--- config.mk ---
export PLATFORM = sky130hd
export DESIGN_NAME = cnt_ctrl_flat
export DESIGN_NICKNAME = d
export VERILOG_FILES = /design/src/rtl/cnt_ctrl_pkg.sv /design/src/rtl/cnt_ctrl_if.sv /design/src/rtl/cnt_ctrl_core.sv /design/src/rtl/cnt_ctrl.sv /design/src/flat_wrapper.sv
export SDC_FILE = /design/constraint.sdc
export NUM_CORES = 1
export LEC_CHECK = 0
export ABC_AREA = 1
export CORE_AREA = 4 4 67 69
export CTS_CLUSTER_SIZE = 30
export DETAILED_ROUTE_END_ITERATION = 12
export DIE_AREA = 0 0 71 73
export DONT_BUFFER_PORTS = 1
export PLACE_DENSITY = 0.61
export SYNTH_ARGS = -nofsm -noshare
export SYNTH_HDL_FRONTEND = slang
export SYNTH_SLANG_ARGS = --single-unit
--- constraint.sdc ---
create_clock -name clk -period 2.5 [get_ports clk]
set_input_delay 0.75 -clock clk [delete_from_list [all_inputs] [get_ports clk]]
set_output_delay 0.75 -clock clk [all_outputs]
set_load 0.1 [all_outputs]
--- src/rtl/cnt_ctrl_pkg.sv ---
// Shared types and constants for the command-driven counter controller.
// Imported by the controller and its interface users.
package cnt_ctrl_pkg;

  typedef enum logic [1:0] {
    CMD_START  = 2'd0,
    CMD_PAUSE  = 2'd1,
    CMD_RESUME = 2'd2,
    CMD_ABORT  = 2'd3
  } cmd_op_t;

  typedef enum logic [1:0] {
    S_IDLE = 2'd0,
    S_RUN  = 2'd1,
    S_HOLD = 2'd2,
    S_DONE = 2'd3
  } state_t;

  localparam logic DIR_UP        = 1'b1;
  localparam logic MODE_PERIODIC = 1'b1;

endpackage

--- src/rtl/cnt_ctrl_if.sv ---
// Command and status bundle for cnt_ctrl.
// Handshake: a command transfers on a posedge where cmd_valid && cmd_ready;
// cmd_ready depends only on controller state, never on cmd_valid.
interface cnt_ctrl_if #(
  parameter int W = 8
);
  logic         cmd_valid;
  logic         cmd_ready;
  logic [1:0]   cmd_op;
  logic         cmd_dir;
  logic         cmd_mode;
  logic [W-1:0] cmd_limit;
  logic [W-1:0] cnt;
  logic         busy;
  logic         tc_pulse;
  logic         done;

  modport master (
    output cmd_valid, cmd_op, cmd_dir, cmd_mode, cmd_limit,
    input  cmd_ready, cnt, busy, tc_pulse, done
  );

  modport slave (
    input  cmd_valid, cmd_op, cmd_dir, cmd_mode, cmd_limit,
    output cmd_ready, cnt, busy, tc_pulse, done
  );
endinterface

--- src/rtl/cnt_ctrl_core.sv ---
// Loadable up/down counter register driven by the cnt_ctrl sequencer.
// Load has priority over a count step.
module cnt_core #(
  parameter int W = 8
) (
  input  logic         clk,
  input  logic         rst_n,
  input  logic         load,
  input  logic [W-1:0] load_val,
  input  logic         en,
  input  logic         dir,
  output logic [W-1:0] cnt
);

  always_ff @(posedge clk) begin
    if (!rst_n) begin
      cnt <= '0;
    end else if (load) begin
      cnt <= load_val;
    end else if (en) begin
      cnt <= dir ? cnt + W'(1) : cnt - W'(1);
    end
  end

endmodule

--- src/rtl/cnt_ctrl.sv ---
// Command sequencer for an up/down counter: FSM, latched run configuration
// and terminal compare; the counter register itself lives in cnt_core.
module cnt_ctrl
  import cnt_ctrl_pkg::*;
#(
  parameter int W = 8
) (
  input  logic        clk,
  input  logic        rst_n,
  cnt_ctrl_if.slave   bus,
  output state_t      dbg_state
);

  state_t       state, state_next;
  logic         cfg_dir, cfg_mode;
  logic [W-1:0] cfg_limit;
  logic         tc_pulse_r, done_r, tc_next, done_next;
  logic         latch_cfg, core_load, core_en;
  logic [W-1:0] core_load_val, cnt, term_val, reload_val, start_val;
  logic         accept, at_term;
  cmd_op_t      op;

  assign op         = cmd_op_t'(bus.cmd_op);
  assign accept     = bus.cmd_valid && bus.cmd_ready;
  assign term_val   = (cfg_dir == DIR_UP) ? cfg_limit : '0;
  assign reload_val = (cfg_dir == DIR_UP) ? '0 : cfg_limit;
  assign start_val  = (bus.cmd_dir == DIR_UP) ? '0 : bus.cmd_limit;
  assign at_term    = (cnt == term_val);

  always_ff @(posedge clk) begin
    if (!rst_n) begin
      state      <= S_IDLE;
      cfg_dir    <= 1'b0;
      cfg_mode   <= 1'b0;
      cfg_limit  <= '0;
      tc_pulse_r <= 1'b0;
      done_r     <= 1'b0;
    end else begin
      state      <= state_next;
      tc_pulse_r <= tc_next;
      done_r     <= done_next;
      if (latch_cfg) begin
        cfg_dir   <= bus.cmd_dir;
        cfg_mode  <= bus.cmd_mode;
        cfg_limit <= bus.cmd_limit;
      end
    end
  end

  // START and ABORT win over anything the current state would do,
  // including a terminal count landing on the same edge.
  always_comb begin
    state_next    = state;
    latch_cfg     = 1'b0;
    core_load     = 1'b0;
    core_load_val = '0;
    core_en       = 1'b0;
    tc_next       = 1'b0;
    done_next     = 1'b0;
    if (accept && op == CMD_START) begin
      latch_cfg     = 1'b1;
      core_load     = 1'b1;
      core_load_val = start_val;
      state_next    = S_RUN;
    end else if (accept && op == CMD_ABORT) begin
      core_load  = 1'b1;
      state_next = S_IDLE;
    end else begin
      case (state)
        S_RUN: begin
          if (accept && op == CMD_PAUSE) begin
            state_next = S_HOLD;
          end else if (at_term) begin
            tc_next = 1'b1;
            if (cfg_mode == MODE_PERIODIC) begin
              core_load     = 1'b1;
              core_load_val = reload_val;
            end else begin
              done_next  = 1'b1;
              state_next = S_DONE;
            end
          end else begin
            core_en = 1'b1;
          end
        end
        S_HOLD: if (accept && op == CMD_RESUME) state_next = S_RUN;
        S_DONE: state_next = S_IDLE;
        default: ;
      endcase
    end
  end

  cnt_core #(.W(W)) u_core (
    .clk      (clk),
    .rst_n    (rst_n),
    .load     (core_load),
    .load_val (core_load_val),
    .en       (core_en),
    .dir      (cfg_dir),
    .cnt      (cnt)
  );

  assign bus.cnt       = cnt;
  assign bus.busy      = (state == S_RUN) || (state == S_HOLD);
  assign bus.cmd_ready = (state != S_DONE);
  assign bus.tc_pulse  = tc_pulse_r;
  assign bus.done      = done_r;
  assign dbg_state     = state;

`ifdef ASSERTS_SV
  a_done_tc: assert property (@(posedge clk) disable iff (!rst_n)
    done_r |-> tc_pulse_r);
  a_step: assert property (@(posedge clk) disable iff (!rst_n)
    (state == S_RUN && !accept && !at_term) |=>
      (cnt == $past(cnt) + W'(1) || cnt == $past(cnt) - W'(1)));
  a_hold: assert property (@(posedge clk) disable iff (!rst_n)
    (state == S_HOLD) |-> $stable(cnt));
  a_known: assert property (@(posedge clk) disable iff (!rst_n)
    !$isunknown({cnt, bus.busy, bus.cmd_ready}));
`endif

endmodule

--- src/flat_wrapper.sv ---
// flat-port wrapper written by rule: the top's interface ports become plain ports
module cnt_ctrl_flat import cnt_ctrl_pkg::*;
#(
  parameter int W = 8
)
  (clk, rst_n, dbg_state, bus_cmd_valid, bus_cmd_op, bus_cmd_dir, bus_cmd_mode, bus_cmd_limit, bus_cmd_ready, bus_cnt, bus_busy, bus_tc_pulse, bus_done);
  cnt_ctrl_if #(.W(W)) bus_i ();
  input  logic clk;
  input  logic rst_n;
  output state_t dbg_state;
  input wire logic [$bits(bus_i.cmd_valid)-1:0] bus_cmd_valid;
  input wire logic [$bits(bus_i.cmd_op)-1:0] bus_cmd_op;
  input wire logic [$bits(bus_i.cmd_dir)-1:0] bus_cmd_dir;
  input wire logic [$bits(bus_i.cmd_mode)-1:0] bus_cmd_mode;
  input wire logic [$bits(bus_i.cmd_limit)-1:0] bus_cmd_limit;
  output wire logic [$bits(bus_i.cmd_ready)-1:0] bus_cmd_ready;
  output wire logic [$bits(bus_i.cnt)-1:0] bus_cnt;
  output wire logic [$bits(bus_i.busy)-1:0] bus_busy;
  output wire logic [$bits(bus_i.tc_pulse)-1:0] bus_tc_pulse;
  output wire logic [$bits(bus_i.done)-1:0] bus_done;
  assign bus_i.cmd_valid = bus_cmd_valid;
  assign bus_i.cmd_op = bus_cmd_op;
  assign bus_i.cmd_dir = bus_cmd_dir;
  assign bus_i.cmd_mode = bus_cmd_mode;
  assign bus_i.cmd_limit = bus_cmd_limit;
  assign bus_cmd_ready = bus_i.cmd_ready;
  assign bus_cnt = bus_i.cnt;
  assign bus_busy = bus_i.busy;
  assign bus_tc_pulse = bus_i.tc_pulse;
  assign bus_done = bus_i.done;
  cnt_ctrl #(.W(W)) u_core (.clk(clk), .rst_n(rst_n), .bus(bus_i), .dbg_state(dbg_state));
endmodule
Yosys cells after proc, flatten, opt, wreduce, memory -nomap -nowiden
Index checks and enable logic that the tools add are counted.
- add/subtract/negate cells: 2
- eq/ne operators: 14
- reduce and logical (&&, ||, !) cells: 15
- bitwise gates (word level): 3
- multiplexer cells: 33
- operator list (kind ; number):
    $mux 8 ; 12
    $mux 1 ; 16
    $add 8x1->8 const B ; 1
    $eq 2x2->1 const B ; 4
    $eq 8x8->1 ; 1
    $mux 2 ; 4
    $reduce_and 4->1 ; 2
    $sub 8x1->8 const B ; 1
    $pmux 2 s3 ; 1
    $reduce_or 6->1 ; 1
    $logic_and 1x1->1 ; 5
    $ne 5x1->1 const B ; 1
    $ne 5x5->1 const B ; 1
    $reduce_bool 5->1 ; 1
    $reduce_or 5->1 ; 1
    $eq 2x1->1 const B ; 2
    $ne 4x1->1 const B ; 1
    $ne 3x1->1 const B ; 1
    $ne 3x3->1 const B ; 1
    $not 1->1 ; 3
    $reduce_bool 3->1 ; 1
    $reduce_or 3->1 ; 1
    $logic_not 2->1 ; 1
    $ne 2x1->1 const B ; 1
    3 further kinds ; 3
- register bits after elaboration: 22
- bits of input ports: 15
- output and inout port bits: 14

Logic depth before layout (Yosys ltp)
Gate-level depths: netlist (run 1).
- word-level depth: 9
- mapped depth: 15
- gate-level depth less buffers: 13

Cells and area by module
From an unflattened synthesis (run 1), not the netlist that was laid out.
- cells, all modules: 268
- area total of the unflattened synthesis: 1752.9 um^2
- by module, submodules not included (module ; cells each ; area an instance (um^2) ; times used):
    cnt_ctrl ; 167 ; 1082.3 ; 1
    cnt_core ; 101 ; 670.6 ; 1

Least setup slack after synthesis (run 1)
Ideal clock, no wire load.
- kind: register -> register
- start point: reg u_core.state[0], in the netlist u_core.dbg_state[0]
- end point: reg u_core.u_core.cnt[3]
- arrival time: 2.791 ns
- path buffers: 1
- cell stages (with the launch flop): 14
- clock period less this slack: 2.910 ns
- setup time: 0.120 ns
- setup slack: -0.410 ns
- path through: dfxtp_1 -> ha_1 -> inv_1 -> nand2_1 -> inv_1 -> nand2_1 -> nor2_4 -> inv_1 -> nand2_1 -> inv_1 -> nand2_2 -> buf_6 -> o21ai_0 -> nor2_1
- cells in the longest elaborated chain, start to end: 8
- elaborated cells between the ends (all ways): 20
- those cells by class: 2 x eq/ne; 13 x mux; 5 x reduce/logical
- ends and longest elaborated chain (element ; line ; text):
    start: declaration ; cnt_ctrl.sv:14 ; state_t state, state_next;
    start signal: assignment ; cnt_ctrl.sv:39 ; state <= state_next;
    $ne 2x2->1 (*) ; cnt_ctrl.sv:105 ; assign bus.cmd_ready = (state != S_DONE);
    net bus_cmd_ready ; flat_wrapper.sv:16 ; output wire logic [$bits(bus_i.cmd_ready)-1:0] bus_cmd_ready;
    $logic_and 1x1->1 (*) ; cnt_ctrl.sv:24 ; assign accept = bus.cmd_valid && bus.cmd_ready;
    $logic_and 1x1->1 ; cnt_ctrl.sv:71 ; if (accept && op == CMD_PAUSE) begin
    $mux 8 or $mux 1 (tied branches) ; cnt_ctrl.sv:71 ;
    $mux 8 or $mux 1 (tied branches) ; cnt_ctrl.sv:69 ; case (state)
    $mux 8 or $mux 1 (tied branches) ; cnt_ctrl.sv:65 ; end else if (accept && op == CMD_ABORT) begin
    $mux 8 or $mux 1 (tied branches) ; cnt_ctrl.sv:60 ; if (accept && op == CMD_START) begin
    $mux 8 or $reduce_bool 2->1 (tied branches) ; -- ;
    end signal: assignment ; cnt_ctrl_core.sv:19 ; cnt <= load_val;
    end signal: assignment ; cnt_ctrl_core.sv:21 ; cnt <= dir ? cnt + W'(1) : cnt - W'(1);
    end: declaration ; cnt_ctrl_core.sv:12 ; output logic [W-1:0] cnt
Mark *: on every way through the listed nets, which the timed path passes. The rest lies on a longest branch.
A chain may end at the register's enable or synchronous reset.

Final worst setup path (run 1)
- start point: reg u_core.state[1], in the netlist u_core.dbg_state[1]
- end point: out bus_busy
- cells in the longest elaborated chain, start to end: 2
- elaborated cells between the ends (all ways): 3
- those cells by class: 2 x eq/ne; 1 x reduce/logical
- ends and longest elaborated chain (element ; line ; text):
    $eq 2x1->1 or $eq 2x2->1 (tied branches) ; cnt_ctrl.sv:104 ; assign bus.busy = (state == S_RUN) || (state == S_HOLD);
    $logic_or 1x1->1 (*) ; cnt_ctrl.sv:104 ;
    end: declaration ; flat_wrapper.sv:18 ; output wire logic [$bits(bus_i.busy)-1:0] bus_busy;
Every way passes the cells marked *; elsewhere a longest branch is shown, timed or not.

==> results of run 1 <==
==> critical path, cell delays in order (launching register included) <==
cell	delay, ns
dfxtp_4	0.37
inv_1	0.07
ha_1	0.27
buf_4	0.28
==> area by class of cell <==
class / count / area share (%)
Multi-Input combinational cell: 206 / 57.3
Sequential cell: 22 / 23.8
Timing Repair Buffer: 17 / 6.79
Inverter: 31 / 6.39
Tap cell: 50 / 3.33
Clock buffer: 3 / 2.20
Clock inverter: 1 / 0.200
==> state kept, by name, indices dropped and copies added (netlist names) <==
register,flops
u_core.cfg_mode,1
u_core.cfg_limit,8
u_core.bus.done,1
u_core.bus.tc_pulse,1
u_core.cfg_dir,1
u_core.dbg_state,2
u_core.u_core.cnt,8
==> worst min-delay path by stage <==
stage | startpoint | end | slack [ns] | cells past startpoint
final | u_core.cfg_mode$_SDFFE_PN0P_ | u_core.bus.done$_SDFF_PP0_ | 0.46 | 1
after global routing | u_core.cfg_mode$_SDFFE_PN0P_ | u_core.bus.done$_SDFF_PP0_ | 0.49 | 1
after CTS | u_core.cfg_mode$_SDFFE_PN0P_ | u_core.bus.done$_SDFF_PP0_ | 0.47 | 1
after detailed placement | u_core.cfg_mode$_SDFFE_PN0P_ | u_core.bus.done$_SDFF_PP0_ | 0.46 | 1
after global placement | u_core.cfg_mode$_SDFFE_PN0P_ | u_core.bus.done$_SDFF_PP0_ | 0.45 | 1
after floorplan | u_core.cfg_mode$_SDFFE_PN0P_ | u_core.bus.done$_SDFF_PP0_ | 0.41 | 1
==> stage by stage <==
stage / setup WS [ns] / instance area [µm²] / hold WS (ns)
after CTS: 0.472 / 1880 / 0.470
after floorplan: 0.0222 / 1700 / 0.414
after global routing: 0.311 / 1880 / 0.487
after detailed placement: 0.508 / 1830 / 0.458
final: 0.486 / 1880 / 0.460
after global placement: 0.532 / 1830 / 0.447
==> power by group <==
part           total (mW)  switching, mW  leakage (nW)  internal [mW]
registers           0.536         0.0947         0.181          0.441
logic                1.87           1.34         0.698          0.529
clock network       0.230          0.120        0.0231          0.110
==> synth_stat cells <==
library cell	number
nor2_4	3
xnor2_1	4
clkbuf_1	1
buf_1	1
xor2_1	1
nor2_1	23
buf_2	2
ha_1	10
a21oi_1	21
nand2_2	4
dfxtp_1	22
buf_6	2
nor4_1	1
nor2_8	1
nand3_2	3
o21ai_0	15
nand3_1	26
buf_8	1
o21ai_1	6
nor3_1	3
nand3b_1	2
nand2_1	80
fa_1	1
o21a_1	2
inv_1	31
==> logic make-up after synthesis <==
family / after synthesis / synth area share (%)
AO/OA/AOI/OAI: 44 / 13.3
XOR/XNOR: 5 / 2.59
adder cells (fa/ha/maj): 11 / 8.60
buffers and inverters: 38 / 10.2
flip-flops: 22 / 26.1
AND/OR/NAND/NOR: 146 / 39.2
==> layer usage <==
| metal | wire length [µm] | part of all wire (%) | GRT usage, % |
|---|---|---|---|
| met3 | 267 | 6.4 | 3.03 |
| met5 | 0 | 0 | 0 |
| met1 | 1950 | 47 | 22.3 |
| met4 | 56 | 1.3 | 5.01 |
| met2 | 1880 | 45 | 27.9 |
==> metrics.md, run 1 <==
| Metric | Value |
|---|---|
| Number of antenna violations at the first check in global routing | 0 |
| Maximum clock skew at final layout | 0.00343 ns |
| Worst path required time | 1.75 ns |
| Transition at the pin with the smallest max-transition slack | roughly 0.46 ns |
| Mean cell area of the mapped netlist | approximately 6.3 µm² |
| Number of detailed-routing iterations run before antenna repair | 4 |
| Total of buffers placed on input and output ports | 0 |
| Maximum number of pins on one net before global-route repair | 19 |
| Unrepaired setup endpoints after global routing | false |
| Count of different cell masters after synthesis | 25 |
| Commonest non-fill, non-tap cell in the layout | nand2_1 |
| Last element of the critical path | bus_busy |
| DRT iter0 DRCs | 94 |
| Clock period minus final worst setup slack | 2.01 ns |
| Critical-path maximum fanout | 5 |
| Max Clock Freq | 497 MHz |
| Max-slew violation total from the final report | 0 |
| Overflow left after global routing | 0 |
| Top library cells by usage in the layout, fill and taps aside | nand2_1 (80), inv_1 (30), nand3_1 (26) |
| Critical Path Source | u_core.dbg_state[1]$_SDFFE_PP0P_ |
| Post-Synthesis Cell Area | 0.00169 mm² |
| Maximum VDD drop | 0.000694 V |
| Result of the run | complete, no violations |
| Number of nets with antenna violations after routing | 0 |
| Initial Util | 43.1% |
| Wire length per cell after detailed routing | 12.6 µm |
| Area of the core | 0.00391 mm² |
| Final total power | 2.63 mW |
| Clock Sink Count | 22 |
| Endpoint arrival time on the critical path | 1.26 ns |
| Number of ports placed on the die boundary | 29 |
| Worst flop-to-flop path endpoint | u_core.u_core.cnt[3]$_SDFFE_PN0P_ |
| Overall Global Routing Usage | 16.8% |
| Ratio of total power to cell area | 1400 mW/mm² |
| Seq/Total Area, Yosys | 26.1% |
| First-pass GRT wire length | 6870 µm |
| Multi-input combinational cell area | between 0.001 and 0.0015 mm² |
| Number of buffers created by CTS | 3 |
| Clock-pin slew on the worst setup and hold paths | 0.08 ns |
| Post-synthesis cell type with the largest combined area | dfxtp_1 |
| Count of yosys warnings during synthesis | 0 |
| Fraction of final layout cells with drive strength greater than 1 | 12.1% |
| Total via count in the routed design | roughly 1700 |
| Die Y-Extent | 73 µm |
| Filler-free cell count of the finished design | 330 |
| FF-to-FF Start | u_core.dbg_state[0]$_SDFFE_PN0P_ |
| Class of the most critical setup path | flip-flop to output pin |
| Register-to-register path setup slack | 0.56 ns |
| Number of cells in the design after placement | between 300 and 400 |
| Overall die area | 0.00518 mm² |
| Maximum count of clock buffers along a single path | 2 |
| Final layout net count | 307 |
| Post-Syn Nets | 292 |
| Number of buffers inserted for hold repair after clock tree synthesis | 0 |
| Slew HR | 69.1% |
| Area added between synthesis and finish | 11.3% |
| Buffer cell driving the clock tree root | clkbuf_8 |
| Die X-Extent | 71 µm |
| Sequential cell area in the final layout | around 450 µm² |
| Cell types occupying the most area after synthesis | dfxtp_1 (26%), nand2_1 (18%), nand3_1 (7.7%) |
| Number of endpoints failing setup at the final stage | 0 |
| Total half-perimeter wirelength after legalization and detailed placement | 3120 µm |
| # H-tree levels | 1 |
| Final routed DRC violation total | 0 |
| Flip-flop and latch count after synthesis | 22 |
| Routability Congestion | approximately 0.87 |
| Hold Path Class | flip-flop to flip-flop |
| Sum of negative setup slack | 0 ns |
| Critical Path Start Type | flip-flop |
| Clock insertion delay at the later pin of the skew report | about 0.26 ns |
| Path depth of the worst reg2reg path | 12 |
| Count of buffers added by post-CTS timing repair for setup | 0 |
| Fraction of the core area covered by cells at the end of the flow | 48.0% |
| Clock tree from TritonCTS | yes |
| Standard-cell row count | 23 |
| Fill count | 422 |
| Final Routed Wirelength | roughly 4200 µm |
| Max capacitance violation total | 0 |
| Leakage power figure | 0.902 nW |
| Number of endpoints with negative hold slack in the final report | 0 |
| # diodes | 0 |
| Share of the clock period used by the worst path after layout | 80.6% |
| Number of instances resized during post-cts repair | 0 |
| DR vias/cell | ~5.0 |
| Type of element capturing the critical path | output pin |
| Via count of the first global-routing pass | 1464 |
| Cells after synthesis | 266 |
| Post-synth top area share | 26.1% |
(Power assumes the default switching activity.)
==> inputs of run 2 (changes only) <==
--- a/config.mk
+++ b/config.mk
@@ -5,13 +5,13 @@
 export SDC_FILE = /design/constraint.sdc
 export NUM_CORES = 1
 export LEC_CHECK = 0
-export ABC_AREA = 1
-export CORE_AREA = 4 4 67 69
+export ABC_AREA = 0
+export CORE_AREA = 4 4 65 67
 export CTS_CLUSTER_SIZE = 30
 export DETAILED_ROUTE_END_ITERATION = 12
-export DIE_AREA = 0 0 71 73
+export DIE_AREA = 0 0 69 71
 export DONT_BUFFER_PORTS = 1
-export PLACE_DENSITY = 0.61
+export PLACE_DENSITY = 0.63
 export SYNTH_ARGS = -nofsm -noshare
 export SYNTH_HDL_FRONTEND = slang
 export SYNTH_SLANG_ARGS = --single-unit
==> constraint.sdc (replaced) <==
create_clock -name clk -period 1.7 [get_ports clk]
set_input_delay 0.51 -clock clk [delete_from_list [all_inputs] [get_ports clk]]
set_output_delay 0.51 -clock clk [all_outputs]
set_load 0.1 [all_outputs]
==> metrics.md, run 2 <==
| Metric | Value |
|---|---|
| Result of the run | finished, violations left |
| Violations in the final reports | setup timing |
| Share of synthesized flip-flops with an asynchronous set or reset | 0% (unchanged) |
| Clock period minus final worst setup slack | 2.13 ns |
| Overflow left after global routing | 0 (unchanged) |
| Number of detailed-routing iterations run before antenna repair | 5 (+1) |
| Top library cells by usage in the layout, fill and taps aside | buf_4 (62), nand2_1 (29), nor2_1 (17) |
| Via count of the first global-routing pass | 1876 (+28%) |
| Hold Path Class | input port to flip-flop |
| Slew HR | 78.8% (+9.6 points) |
| Maximum count of clock buffers along a single path | 2 (unchanged) |
| Overall Global Routing Usage | 20.7% (+3.9 points) |
| Met3 usage | 3.13% (+0.095 points) |
| Ranking of synthesized cells by instance count | nand2_1 (29), dfxtp_1 (22), nor2_1 (19), a21oi_1 (16), ha_1 (10) |
| Total via count in the routed design | 1776 (+7.3%) |
| Number of endpoints failing setup at the final stage | 13 (+13) |
| Critical Path Start Type | flip-flop |
| Busiest layer in global routing | met2 |
| Max capacitance violation total | 0 (unchanged) |
| Mux cell area share after synthesis | 0.629% (+0.63 points) |
| Number of enable flip-flop cells after synthesis | 0 (unchanged) |
| Flip-flop and latch count after synthesis | 22 (unchanged) |
| Cell with the most instances after synthesis | nand2_1 |
| Mean cell area of the mapped netlist | 7.91 µm² (+25%) |
| DRT iter0 DRCs | 132 (+40%) |
| Post-synthesis xor/xnor area fraction | 6.06% (+3.5 points) |
| Class of the most critical setup path | flip-flop to flip-flop |
| Combinational family with the most area after synthesis | simple AND/OR/NAND/NOR gates |
| Clock insertion delay at the later pin of the skew report | 0.26 ns (about the same) |
| Pint | 1.67 mW (+55%) |
| Count of cells along the worst hold path | 1 (unchanged) |
| Critical-path maximum fanout | 7 (+2) |
| Switching share of power | 48.0% (-11 points) |
| Share of power burned in the clock network | 10.7% (+2.0 points) |
| Max Clock Freq | 469 MHz |
| Number of ports placed on the die boundary | 29 (unchanged) |
| Clock-pin slew on the worst setup and hold paths | 0.08 ns (about the same) |
| # diodes | 0 (unchanged) |
| Number of buffers created by CTS | 3 (unchanged) |
| Leakage power figure | 1.02 nW (+13%) |
| Endpoint arrival time on the critical path | 2.31 ns (+1.05 ns) |
| Transition at the pin with the smallest max-transition slack | 0.318 ns (-0.145 ns) |
| Count of different cell masters after synthesis | 51 (+100%) |
| Clock tree from TritonCTS | yes |
| Post-synthesis cell type with the largest combined area | dfxtp_1 |
| Total half-perimeter wirelength after legalization and detailed placement | 3720 µm (+19%) |
| Type of element capturing the critical path | flip-flop |
| Total of buffers placed on input and output ports | 0 (unchanged) |
| Number of nets with antenna violations after routing | 0 (unchanged) |
| Cell types occupying the most area after synthesis | dfxtp_1 (28%), ha_1 (7.9%), nand2_1 (6.8%) |
| DR vias/cell | 5.60 (+12%) |
| Post-Syn Nets | 227 (-22%) |
| Commonest non-fill, non-tap cell in the layout | buf_4 |
| Final layout net count | 296 (-3.6%) |
| Simple-gate share of the synthesized area | 27.1% (-12 points) |
| Combinational share of power | 67.8% (-3.1 points) |
| Clock Sink Count | 22 (unchanged) |
| Cells after synthesis | 201 (-24%) |
| Area added between synthesis and finish | 51.0% |
| Met2 usage | 40.5% (+13 points) |
| Die Y-Extent | 71 µm (-2.7%) |
| Count of yosys warnings during synthesis | 0 (unchanged) |
| Final worst slack | -0.430 ns (-0.916 ns) |
| Sum of negative setup slack | -4.13 ns (-4.13 ns) |
| Post-Synth Adder-Cell Area | 9.13% (+0.53 points) |
| Maximum number of pins on one net before global-route repair | 13 (-6) |
| Area of the core | 0.00363 mm² (-7.2%) |
| # H-tree levels | 1 (unchanged) |
| Number of endpoints with negative hold slack in the final report | 0 (unchanged) |
| Maximum clock skew at final layout | 0.00518 ns (+0.00175 ns) |
| Path depth of the worst reg2reg path | 11 (-1) |
| Maximum VDD drop | 0.00110 V (+58%) |
| Seq/Total Area, Yosys | 27.7% (+1.6 points) |
| Fraction of final layout cells with drive strength greater than 1 | 43.1% (+31 points) |
| Final Routed Wirelength | 5070 µm (+22%) |
| Number of buffers inserted for hold repair after clock tree synthesis | 0 (unchanged) |
| Wire length per cell after detailed routing | 16.0 µm (+27%) |
| Initial Util | 43.8% (+0.64 points) |
| Number of cells in the design after placement | 303 (-7.1%) |
| Complex-gate fraction of the synthesized area | 23.9% (+11 points) |
| Standard-cell row count | 22 (-4.3%) |
| First-pass GRT wire length | 8500 µm (+24%) |
| Overall die area | 0.00490 mm² (-5.5%) |
| Buffer cell driving the clock tree root | clkbuf_8 |
| Post-synth top area share | 27.7% (+1.6 points) |
| Most common flop cell mapped by yosys | dfxtp_1 |
| Worst path required time | 1.88 ns (+0.13 ns) |
| Switching power | 1.54 mW (-0.52%) |
| Unrepaired setup endpoints after global routing | true |
| Post-Synthesis Cell Area | 0.00159 mm² (-5.8%) |
| Share of power burned in registers | 21.4% (+1.0 points) |
| Routability Congestion | 0.826 (-4.7%) |
| Die X-Extent | 69 µm (-2.8%) |
| Number of antenna violations at the first check in global routing | 0 (unchanged) |
| Final routed DRC violation total | 0 (unchanged) |
| Share of the clock period used by the worst path after layout | 125% |
| Max-slew violation total from the final report | 0 (unchanged) |
| Ratio of total power to cell area | 1340 mW/mm² (-4.4%) |
| Met1 Use GR | 22.5% (+0.21 points) |
| Filler-free cell count of the finished design | 317 (-3.9%) |
run 2: cell type report:
| type | count | area (µm²) |
|---|---|---|
| multi-input combinational | 163 | 1220 |
| fill | 306 | 1230 |
| clock buffer | 4 | 45.0 |
| inverter | 10 | 43.8 |
| sequential | 22 | 472 |
| timing repair buffer | 70 | 558 |
| tap | 48 | 60.1 |
run 2: worst paths after layout:
| check | startpoint | to | slack, ns |
|---|---|---|---|
| worst max-delay path | u_core.cfg_dir$_SDFFE_PN0P_ | u_core.u_core.cnt[6]$_SDFFE_PN0P_ | -0.43 |
| worst min-delay path | rst_n | u_core.u_core.cnt[1]$_SDFFE_PN0P_ | 0.36 |
| worst max register to register | u_core.cfg_dir$_SDFFE_PN0P_ | u_core.u_core.cnt[6]$_SDFFE_PN0P_ | -0.43 |
| worst min register to register | u_core.cfg_mode$_SDFFE_PN0P_ | u_core.cfg_mode$_SDFFE_PN0P_ | 0.52 |
run 2: repair_timing:
| action | 4_1_cts | 5_1_grt |
|---|---|---|
| setup endpoints to repair | 14 | 14 |
| resized for setup | 22 | 13 |
| cloned | 1 | 0 |
| pin swaps | 17 | 11 |
| setup buffers | 4 | 5 |
run 2: metal layers:
metal	part of all wire, %	wire (µm)
met1	40	2050
met2	53	2690
met3	5.1	259
met4	1.4	70
met5	0	0
run 2: power groups by stage:
stage / clock network, mW / logic, mW / registers [mW]
final: 0.345 / 2.18 / 0.689
after global routing: 0.373 / 2.33 / 0.703
after CTS: 0.351 / 2.02 / 0.688
after detailed placement: 0 / 1.90 / 0.697
after global placement: 0 / 1.86 / 0.695
after floorplan: 0 / 0.935 / 1.13
run 2: worst max-delay path, stage by stage (launching register included):
cell	delay [ns]
dfxtp_2	0.36
inv_2	0.06
buf_4	0.14
buf_4	0.15
nor2_4	0.11
o32ai_2	0.09
buf_4	0.17
and2_4	0.18
a41oi_4	0.33
buf_4	0.17
o31ai_2	0.06
a211oi_2	0.21
run 2: cell families (layout without fill, tap and decap cells):
group	Yosys count	after routing
and+or+nand+nor	87	87
adders and majority gates	11	11
muxes	1	1
xor gates and xnor gates	11	11
AOI/OAI and AO/OA	53	53
buffers and inverters	16	84
DFF	22	22
run 2: through the flow:
| step | utilization, % | setup slack (ns) | power, mW | cell area [µm²] | hold slack (ns) |
|---|---|---|---|---|---|
| 4_1_cts | 63.5 | -0.405 | 3.06 | 2310 | 0.358 |
| 3_3_place_gp | 59.0 | -0.471 | 2.55 | 2140 | 0.489 |
| 2_1_floorplan | - | -0.618 | 2.06 | 1690 | 0.468 |
| 3_5_place_dp | 59.0 | -0.494 | 2.60 | 2140 | 0.506 |
| 6_report | 66.1 | -0.430 | 3.21 | 2400 | 0.363 |
| 5_1_grt | 66.1 | -0.546 | 3.40 | 2400 | 0.363 |
